**config.mk**
```make
export PLATFORM = sky130hd
export DESIGN_NAME = mult_share_arb
export DESIGN_NICKNAME = d
export VERILOG_FILES = /design/src/rtl/mult_share_arb.sv
export SDC_FILE = /design/constraint.sdc
export NUM_CORES = 1
export LEC_CHECK = 0
export BUFFER_PORTS_ARGS = -buffer_cell sky130_fd_sc_hd__buf_2
export CAP_MARGIN = 20
export CORE_MARGIN = 4
export CORE_UTILIZATION = 55
export CTS_CLUSTER_DIAMETER = 120
export DETAILED_ROUTE_END_ITERATION = 10
export PLACE_DENSITY = 0.89
export SLEW_MARGIN = 40
export SYNTH_ARGS = -nofsm -noshare
export SYNTH_HDL_FRONTEND = slang
export SYNTH_SLANG_ARGS = --single-unit
export TNS_END_PERCENT = 20
```
**constraint.sdc**
```tcl
create_clock -name clk -period 5.8 [get_ports clk]
set_clock_uncertainty 0.05 [all_clocks]
set_input_delay 0.58 -clock clk [delete_from_list [all_inputs] [get_ports clk]]
set_output_delay 0.58 -clock clk [all_outputs]
set_load 0.005 [all_outputs]
```
**src/rtl/mult_share_arb.sv**
```systemverilog
// Round-robin arbiter sharing one 8x8 unsigned multiplier among NREQ requesters.
// Two-stage pipeline: operand register feeding the multiplier, then a product register.

module wallace (
  input  logic [7:0]  a,
  input  logic [7:0]  b,
  output logic [15:0] p
);
  logic [15:0] pp [8];
  logic [15:0] s1, c1, s2, c2, s3, c3, s4, c4, s5, c5, s6, c6;

  // One 3:2 compressor row; the carry vector is pre-shifted into place.
  function automatic logic [31:0] csa(input logic [15:0] x, input logic [15:0] y,
                                      input logic [15:0] z);
    logic [15:0] s;
    logic [15:0] c;
    s = x ^ y ^ z;
    c = ((x & y) | (x & z) | (y & z)) << 1;
    return {c, s};
  endfunction

  genvar gi;
  generate
    for (gi = 0; gi < 8; gi++) begin : g_pp
      assign pp[gi] = {8'd0, a & {8{b[gi]}}} << gi;
    end
  endgenerate

  // 8 rows -> 6 -> 4 -> 3 -> 2, then one carry-propagate add.
  assign {c1, s1} = csa(pp[0], pp[1], pp[2]);
  assign {c2, s2} = csa(pp[3], pp[4], pp[5]);
  assign {c3, s3} = csa(s1, c1, s2);
  assign {c4, s4} = csa(c2, pp[6], pp[7]);
  assign {c5, s5} = csa(s3, c3, s4);
  assign {c6, s6} = csa(s5, c5, c4);
  assign p = s6 + c6;
endmodule

module mult_share_arb #(
  parameter int NREQ = 4,
  parameter int IDW  = 2
) (
  input  logic                 clk,
  input  logic                 rst,
  input  logic [NREQ-1:0]      req_valid,
  output logic [NREQ-1:0]      req_ready,
  input  logic [8*NREQ-1:0]    req_a,
  input  logic [8*NREQ-1:0]    req_b,
  output logic                 resp_valid,
  input  logic                 resp_ready,
  output logic [15:0]          resp_data,
  output logic [IDW-1:0]       resp_id,
  output logic [15:0]          op_count
);
  logic [7:0]      a_arr [NREQ];
  logic [7:0]      b_arr [NREQ];
  logic [7:0]      s0_a, s0_b;
  logic [IDW-1:0]  s0_id;
  logic            s0_valid;
  logic [IDW-1:0]  rr_ptr, gnt_id, ptr_next, idx;
  logic [NREQ-1:0] grant;
  logic            gnt_any, s0_en, s1_en;
  logic [15:0]     prod;

  genvar gi;
  generate
    for (gi = 0; gi < NREQ; gi++) begin : g_unpack
      assign a_arr[gi] = req_a[8*gi +: 8];
      assign b_arr[gi] = req_b[8*gi +: 8];
    end
  endgenerate

  assign s1_en = !resp_valid | resp_ready;
  assign s0_en = !s0_valid | s1_en;

  // First valid requester at or after rr_ptr, wrapping modulo NREQ.
  always_comb begin
    grant   = '0;
    gnt_id  = '0;
    gnt_any = 1'b0;
    idx     = '0;
    for (int k = 0; k < NREQ; k++) begin
      idx = IDW'((int'(rr_ptr) + k) % NREQ);
      if (!gnt_any && req_valid[idx]) begin
        gnt_any     = 1'b1;
        gnt_id      = idx;
        grant[idx]  = 1'b1;
      end
    end
  end

  assign req_ready = rst ? '0 : (grant & {NREQ{s0_en}});
  assign ptr_next  = (gnt_id == IDW'(NREQ - 1)) ? '0 : gnt_id + 1'b1;

  wallace u_mul (
    .a (s0_a),
    .b (s0_b),
    .p (prod)
  );

  always_ff @(posedge clk) begin
    if (rst) begin
      s0_valid   <= 1'b0;
      s0_a       <= '0;
      s0_b       <= '0;
      s0_id      <= '0;
      rr_ptr     <= '0;
      resp_valid <= 1'b0;
      resp_data  <= '0;
      resp_id    <= '0;
      op_count   <= '0;
    end else begin
      if (s1_en) begin
        resp_valid <= s0_valid;
        resp_data  <= prod;
        resp_id    <= s0_id;
      end
      if (s0_en) begin
        if (gnt_any) begin
          s0_valid <= 1'b1;
          s0_a     <= a_arr[gnt_id];
          s0_b     <= b_arr[gnt_id];
          s0_id    <= gnt_id;
          rr_ptr   <= ptr_next;
        end else begin
          s0_valid <= 1'b0;
        end
      end
      if (resp_valid && resp_ready)
        op_count <= op_count + 16'd1;
    end
  end
endmodule

```
==> results of run 1 <==
==> synthesized netlist by cell type, types with 13 or more instances <==
| cell | instances | area, sq um |
|---|---|---|
| o221ai_1 | 16 | 140 |
| and2_1 | 45 | 282 |
| nand3_1 | 13 | 65.1 |
| ha_1 | 34 | 425 |
| dfxtp_1 | 56 | 1120 |
| xor2_1 | 13 | 114 |
| mux2i_1 | 35 | 350 |
| fa_1 | 39 | 781 |
| nand2_1 | 73 | 274 |
| inv_1 | 39 | 146 |
| nor2_1 | 33 | 124 |
| clkbuf_1 | 17 | 63.8 |
| a21oi_1 | 28 | 140 |
==> worst reg2reg max path, delay by kind of cell, from the launching register on <==
kind | cells | cell delay [ps]
fa+ha+maj | 6 | 2480
buf+inv | 1 | 50
flops | 1 | 510
simple gates | 2 | 270
compound gates | 5 | 1460
==> sequential cells by signal (all words and copies together) (netlist names), named ones only <==
name and cells:
s0_a 8, s0_id 2, s0_valid 1, rr_ptr 1, op_count 16, resp_id 2, resp_data 16, s0_b 8
resp_valid 1
==> per-stage QoR <==
stage	worst slack, ps	hold slack, ps	util, %
floorplan	1170	386	-
global placement	1040	388	63.9
detailed placement	924	396	64.0
CTS	907	412	65.1
global route	603	438	65.1
finish	891	409	65.1
==> power groups by stage <==
| stage | clock network [mW] | registers, mW | logic, mW |
|---|---|---|---|
| after floorplan | 0 | 0.574 | 1.23 |
| final | 0.232 | 0.652 | 1.43 |
| after global placement | 0 | 0.646 | 1.37 |
| after global routing | 0.250 | 0.677 | 1.63 |
| after detailed placement | 0 | 0.657 | 1.43 |
| after CTS | 0.236 | 0.648 | 1.44 |
==> layout by cell type (no fill, tap or decap), types with 3 or more instances in the layout <==
cell | synthesis | final
nor2_1 | 33 | 32
o21ai_0 | 7 | 7
fa_1 | 39 | 39
xnor2_1 | 7 | 7
a22oi_1 | 4 | 4
xor2_1 | 13 | 13
a21o_1 | 7 | 7
inv_1 | 39 | 39
nand2b_1 | 4 | 4
or3_1 | 5 | 5
o21bai_1 | 3 | 3
and3_1 | 3 | 3
o221ai_1 | 16 | 16
nand3_1 | 13 | 13
and2_1 | 45 | 45
mux2i_1 | 35 | 35
dfxtp_1 | 56 | 56
ha_1 | 34 | 34
clkbuf_8 | 0 | 5
nand2_1 | 73 | 73
buf_2 | 3 | 109
mux4_2 | 3 | 3
a21oi_1 | 28 | 28
nor3_1 | 3 | 3
a221oi_1 | 4 | 4
==> how the worst max path moves through the flow <==
stage	from	end	slack [ps]
global route	s0_b[0]	resp_data[13]	600
detailed placement	s0_b[0]	resp_data[13]	920
CTS	s0_a[5]	resp_data[13]	910
global placement	s0_a[5]	resp_data[13]	1040
floorplan	s0_b[0]	resp_data[13]	1170
finish	s0_a[5]	resp_data[13]	890
==> cell type report <==
cell class / count / area, sq um / area share, %
Timing Repair Buffer: 110 / 553 / 10.2
Clock buffer: 5 / 68.8 / 1.27
Tap cell: 105 / 131 / 2.42
Multi-Input combinational cell: 414 / 3380 / 62.2
Clock inverter: 3 / 26.3 / 0.484
Sequential cell: 56 / 1120 / 20.6
Inverter: 40 / 150 / 2.76
==> logic make-up (layout without fill, tap and decap cells) <==
logic type / count (synthesis) / count (layout)
xor+xnor: 20 / 20
flops: 56 / 56
compound gates: 87 / 87
fa+ha+maj: 73 / 73
mux: 38 / 38
simple gates: 196 / 196
buf+inv: 68 / 158
==> routing by layer <==
layer / part of all wire, % / up-vias / global-route usage (%) / wire length (um)
met4: 1.1 / 0 / 3.89 / 119
met3: 3.9 / 12 / 2.48 / 430
met1: 43 / 1993 / 28.8 / 4680
li1: - / 2015 / - / -
met2: 52 / 104 / 40.9 / 5770
met5: 0 / - / 0 / 0
==> results_dict.tcl, run 1 <==
set metrics [dict create \
    status "finished clean" \
    startpoint_type "flop" \
    cpMaxStageDelayCell "fa_1" \
    p_leak_nw 2.60 \
    synth_top_family_by_area "adder cells" \
    syn_area_sq_um 4790 \
    drt-initial-drc-count 241 \
    stdcell_count 733 \
    cpLargestDelayFamily "adder cells" \
    min_period_over_period_pct 84.6 \
    swShare_pct 46.4 \
    drt_wl_total_um 11000 \
    grt_usage_pct 22.4 \
    clock_latency_ps 320 \
    die_area_sq_um 10300 \
    crit_type "reg2reg" \
    design_area_sq_um 5430 \
    grt_setup_unrepaired "no" \
    dr.pass1.iters 5 \
    min_period_ps 4910 \
    die_h_um 101 \
    rrSetupSlack_ps 890 \
    p_per_area_nw_per_um2 425 \
    cts-resized-gates 0 \
    initial_utilization_pct 57.4 \
    wl_per_cell_um 15.0 \
    drcViolationCount 0 \
    ant_nets 0 \
    worstHoldEndpoint "resp_data[2]" \
    grt_max_degree 41 \
    setup-tns-final_ps 0 \
    cts_buffers 5 \
    ctsHoldBuffers 0 \
    worst_ep_arrival_time_ps 5080 \
    ys.flop_type "dfxtp_1" \
    worstPathCellList "nand2_1 -> fa_1 -> fa_1 -> inv_1 -> fa_1 -> ha_1 -> ha_1 -> fa_1 -> a21o_1 -> a21oi_1 -> o21bai_1 -> a2111oi_0 -> nor3_1 -> a311o_1" \
    ys_seq_area_share_pct 23.4 \
    ios 110 \
    drv_slew 0 \
    hold_depth 2 \
    hold_viol 0 \
    cts_sinks 56 \
    clkPwrFrac_pct 10.0 \
    vdd_drop_max_uv 372 \
    max_freq_ghz 0.204 \
    path_buf_inv 1 \
    yosys_warnings 0 \
    antenna_found_initial 0 \
    rows 33 \
    p_switching_mw 1.07 \
    path_clk_slew_ps 110 \
    num_vias 4124 \
    postCtsSetupRepairBufs 0 \
    postSynthCellCount 538 \
    grt-ovfl-total 0 \
    syn_avg_cell_area_sq_um 8.90 \
    async_flop_share_pct 0 \
    dp_hpwl_um 8740 \
    synth_fa_ha_area_share_pct 25.2 \
    place_area_sq_um 5340 \
    synth_nets 682 \
    tightest_slew_ps 734 \
    worstReg2RegEnd "resp_data[13]" \
    n_antenna_cell 0 \
    dp.cells 725 \
    cts_tree "built" \
    io_buffers 109 \
    cp.depth 14 \
    ys_types 55 \
    synth-simple-area-share_pct 20.2 \
    reg2reg_depth 14 \
    ys_ff_latch 56 \
    synthXorXnorAreaFrac_pct 3.66 \
    hold_path_startpoint "resp_data[2]" \
    via_per_inst 5.63 \
    grt_pass1_wl_um 19000 \
    core_area_sq_um 8340 \
    setup_viol 0 \
    crit_fanout 9 \
    crit_path_max_incr_delay_ps 550 \
    end_kind "flop" \
    p_total_mw 2.31 \
    synth.area.mux_share_pct 8.73 \
    timing.rr.start "s0_a[5]" \
    grt_pass1_vias 4196 \
    drive_above_1_share_pct 20.2 \
    synth_edf_count 0 \
    cap_violations 0 \
    cts-root-buf "clkbuf_8" \
    h-tree-depth 2 \
    cp_common_cell "fa_1" \
    pwr-share-comb_pct 61.8 \
    syn_to_final_growth_pct 13.5 \
    fillCellCount 703 \
    pwr-share-seq_pct 28.2 \
    min_path_type "reg2reg" \
    gp_congestion 0.891 \
    crit_required_ps 5970 \
    ctsLongestPathBuffers 2 \
    fp.dieW_um 101 \
    slew_headroom_pct 51.0 \
    nets 771 \
    p_int_mw 1.24 \
    synth_compound_gate_area_share_pct 12.7 \
]
No activity file was read; power rests on OpenSTA's default activity.
==> run 2: changes to the inputs <==
- clock period: 5.8 -> 5.1 ns (I/O delays scaled with it)
==> run 2 against run 1 <==
  * Die area is the same
  * Combinational power grew 14%
  * Critical path depth unchanged
  * First-iteration DRC count is 2.1% lower
==> results_dict.tcl, run 2 (synthesis gave the netlist of run 1 again) <==
set metrics [dict create \
    status "finished clean" \
    stdcell_count 733 \
    layout_commonest_cell "buf_2" \
    grt_pass1_vias 4209 \
    mostFrequentLayoutCells "buf_2, nand2_1, dfxtp_1, and2_1" \
    grt_usage_pct 22.1 \
    clock_latency_ps 320 \
    setup-tns-final_ps 0 \
    dp_slack_ps 219 \
    ios 110 \
    cp.depth 14 \
    grt_max_degree 41 \
    cpLargestDelayFamily "adder cells" \
    initial_utilization_pct 57.4 \
    grt_pass1_wl_um 18700 \
    cts_buffers 5 \
    wl_per_cell_um 14.7 \
    crit_required_ps 5260 \
    dp_hpwl_um 8570 \
    drt_wl_total_um 10800 \
    die_area_sq_um 10300 \
    gp_congestion 0.904 \
    ant_nets 0 \
    core_area_sq_um 8340 \
    min_period_ps 4730 \
    worst_ep_arrival_time_ps 4890 \
    antenna_found_initial 0 \
    drive_above_1_share_pct 20.2 \
    ctsHoldBuffers 0 \
    p_leak_nw 2.60 \
    startpoint_type "flop" \
    path_clk_slew_ps 110 \
    top_regs "op_count (16), resp_data (16)" \
    min_path_type "reg2reg" \
    grt-ovfl-total 0 \
    syn_to_final_growth_pct 13.4 \
    timing.rr.start "s0_b[1]" \
    crit_path_max_incr_delay_ps 560 \
    cap_violations 0 \
    tightest_slew_ps 761 \
    n_antenna_cell 0 \
    drv_slew 0 \
    drcViolationCount 0 \
    min_period_over_period_pct 92.8 \
    io_buffers 109 \
    vdd_drop_max_uv 485 \
    crit_fanout 9 \
    ctsLongestPathBuffers 2 \
    h-tree-depth 2 \
    hold_path_startpoint "resp_id[1]" \
    cp-startpoint "s0_b[1]" \
    hold_depth 2 \
    cpMaxStageDelayCell "fa_1" \
    num_vias 4121 \
    worstPathCellList "nand2_1 -> fa_1 -> fa_1 -> inv_1 -> fa_1 -> ha_1 -> ha_1 -> fa_1 -> a21o_1 -> a21oi_1 -> o21bai_1 -> a2111oi_2 -> nor3_1 -> a311o_1" \
    crit_type "reg2reg" \
    setup_viol 0 \
    fillCellCount 700 \
    path_buf_inv 1 \
    cts_tree "built" \
    die_h_um 101 \
    via_per_inst 5.62 \
    nets 771 \
    grt_setup_unrepaired "no" \
    drt-initial-drc-count 236 \
    final.setup.worst_slack_ps 367 \
    dr.pass1.iters 5 \
    cts_sinks 56 \
    p_total_mw 2.62 \
    dp.cells 725 \
    p_per_area_nw_per_um2 483 \
    cp_common_cell "fa_1" \
    end_kind "flop" \
    hold_viol 0 \
    cts-root-buf "clkbuf_8" \
    rows 33 \
    fp.dieW_um 101 \
    reg2reg_depth 14 \
    max_freq_ghz 0.211 \
    slew_headroom_pct 49.2 \
]
## run 2: cell count changes in the layout (fill, tap and decap cells not counted), sizes merged
cell and delta:
clkinv +1, clkbuf +1, clkinvlp -2
## run 2: path summary, 6_finish.rpt
path | endpoint | slack [ps]
max | resp_data[13] | 370
min | resp_id[1] | 410
max reg2reg | resp_data[13] | 370
min reg2reg | resp_id[1] | 410
## run 2: layout make-up
class	instances	area [sq um]	share of cell area, %
timing repair buffer	110	553	10.2
clock buffer	6	72.6	1.34
inverter	40	150	2.77
clock inverter	2	13.8	0.254
multi-input combinational	414	3390	62.4
tap	105	131	2.42
sequential	56	1120	20.6
## run 2: metal layers
layer | up-vias | global-route usage, % | wire [um]
met5 | - | 0 | 0
met4 | 0 | 6.13 | 214
met3 | 22 | 2.82 | 438
met2 | 102 | 39.9 | 5690
met1 | 1990 | 27.8 | 4420
li1 | 2007 | - | -
## run 2: repair_timing
action	CTS	global route
resized for setup	0	2
setup buffers	0	0
setup endpoints to repair	0	1
## run 2: worst min-delay path: stages (launching register included)
cell	delay [ps]
dfxtp_1	320
nand2_1	50
a21oi_1	50
## run 2: power breakdown
part	internal, mW	switching, mW
logic	0.753	0.875
clock network	0.0986	0.158
registers	0.553	0.184
## run 2: per-stage QoR
| step | area [sq um] | hold WS [ps] | util (%) |
|---|---|---|---|
| after CTS | 5420 | 412 | 65.0 |
| after global routing | 5430 | 432 | 65.1 |
| after detailed placement | 5340 | 398 | 64.0 |
| after floorplan | 4790 | 386 | - |
| final | 5430 | 409 | 65.1 |
| after global placement | 5330 | 387 | 63.9 |
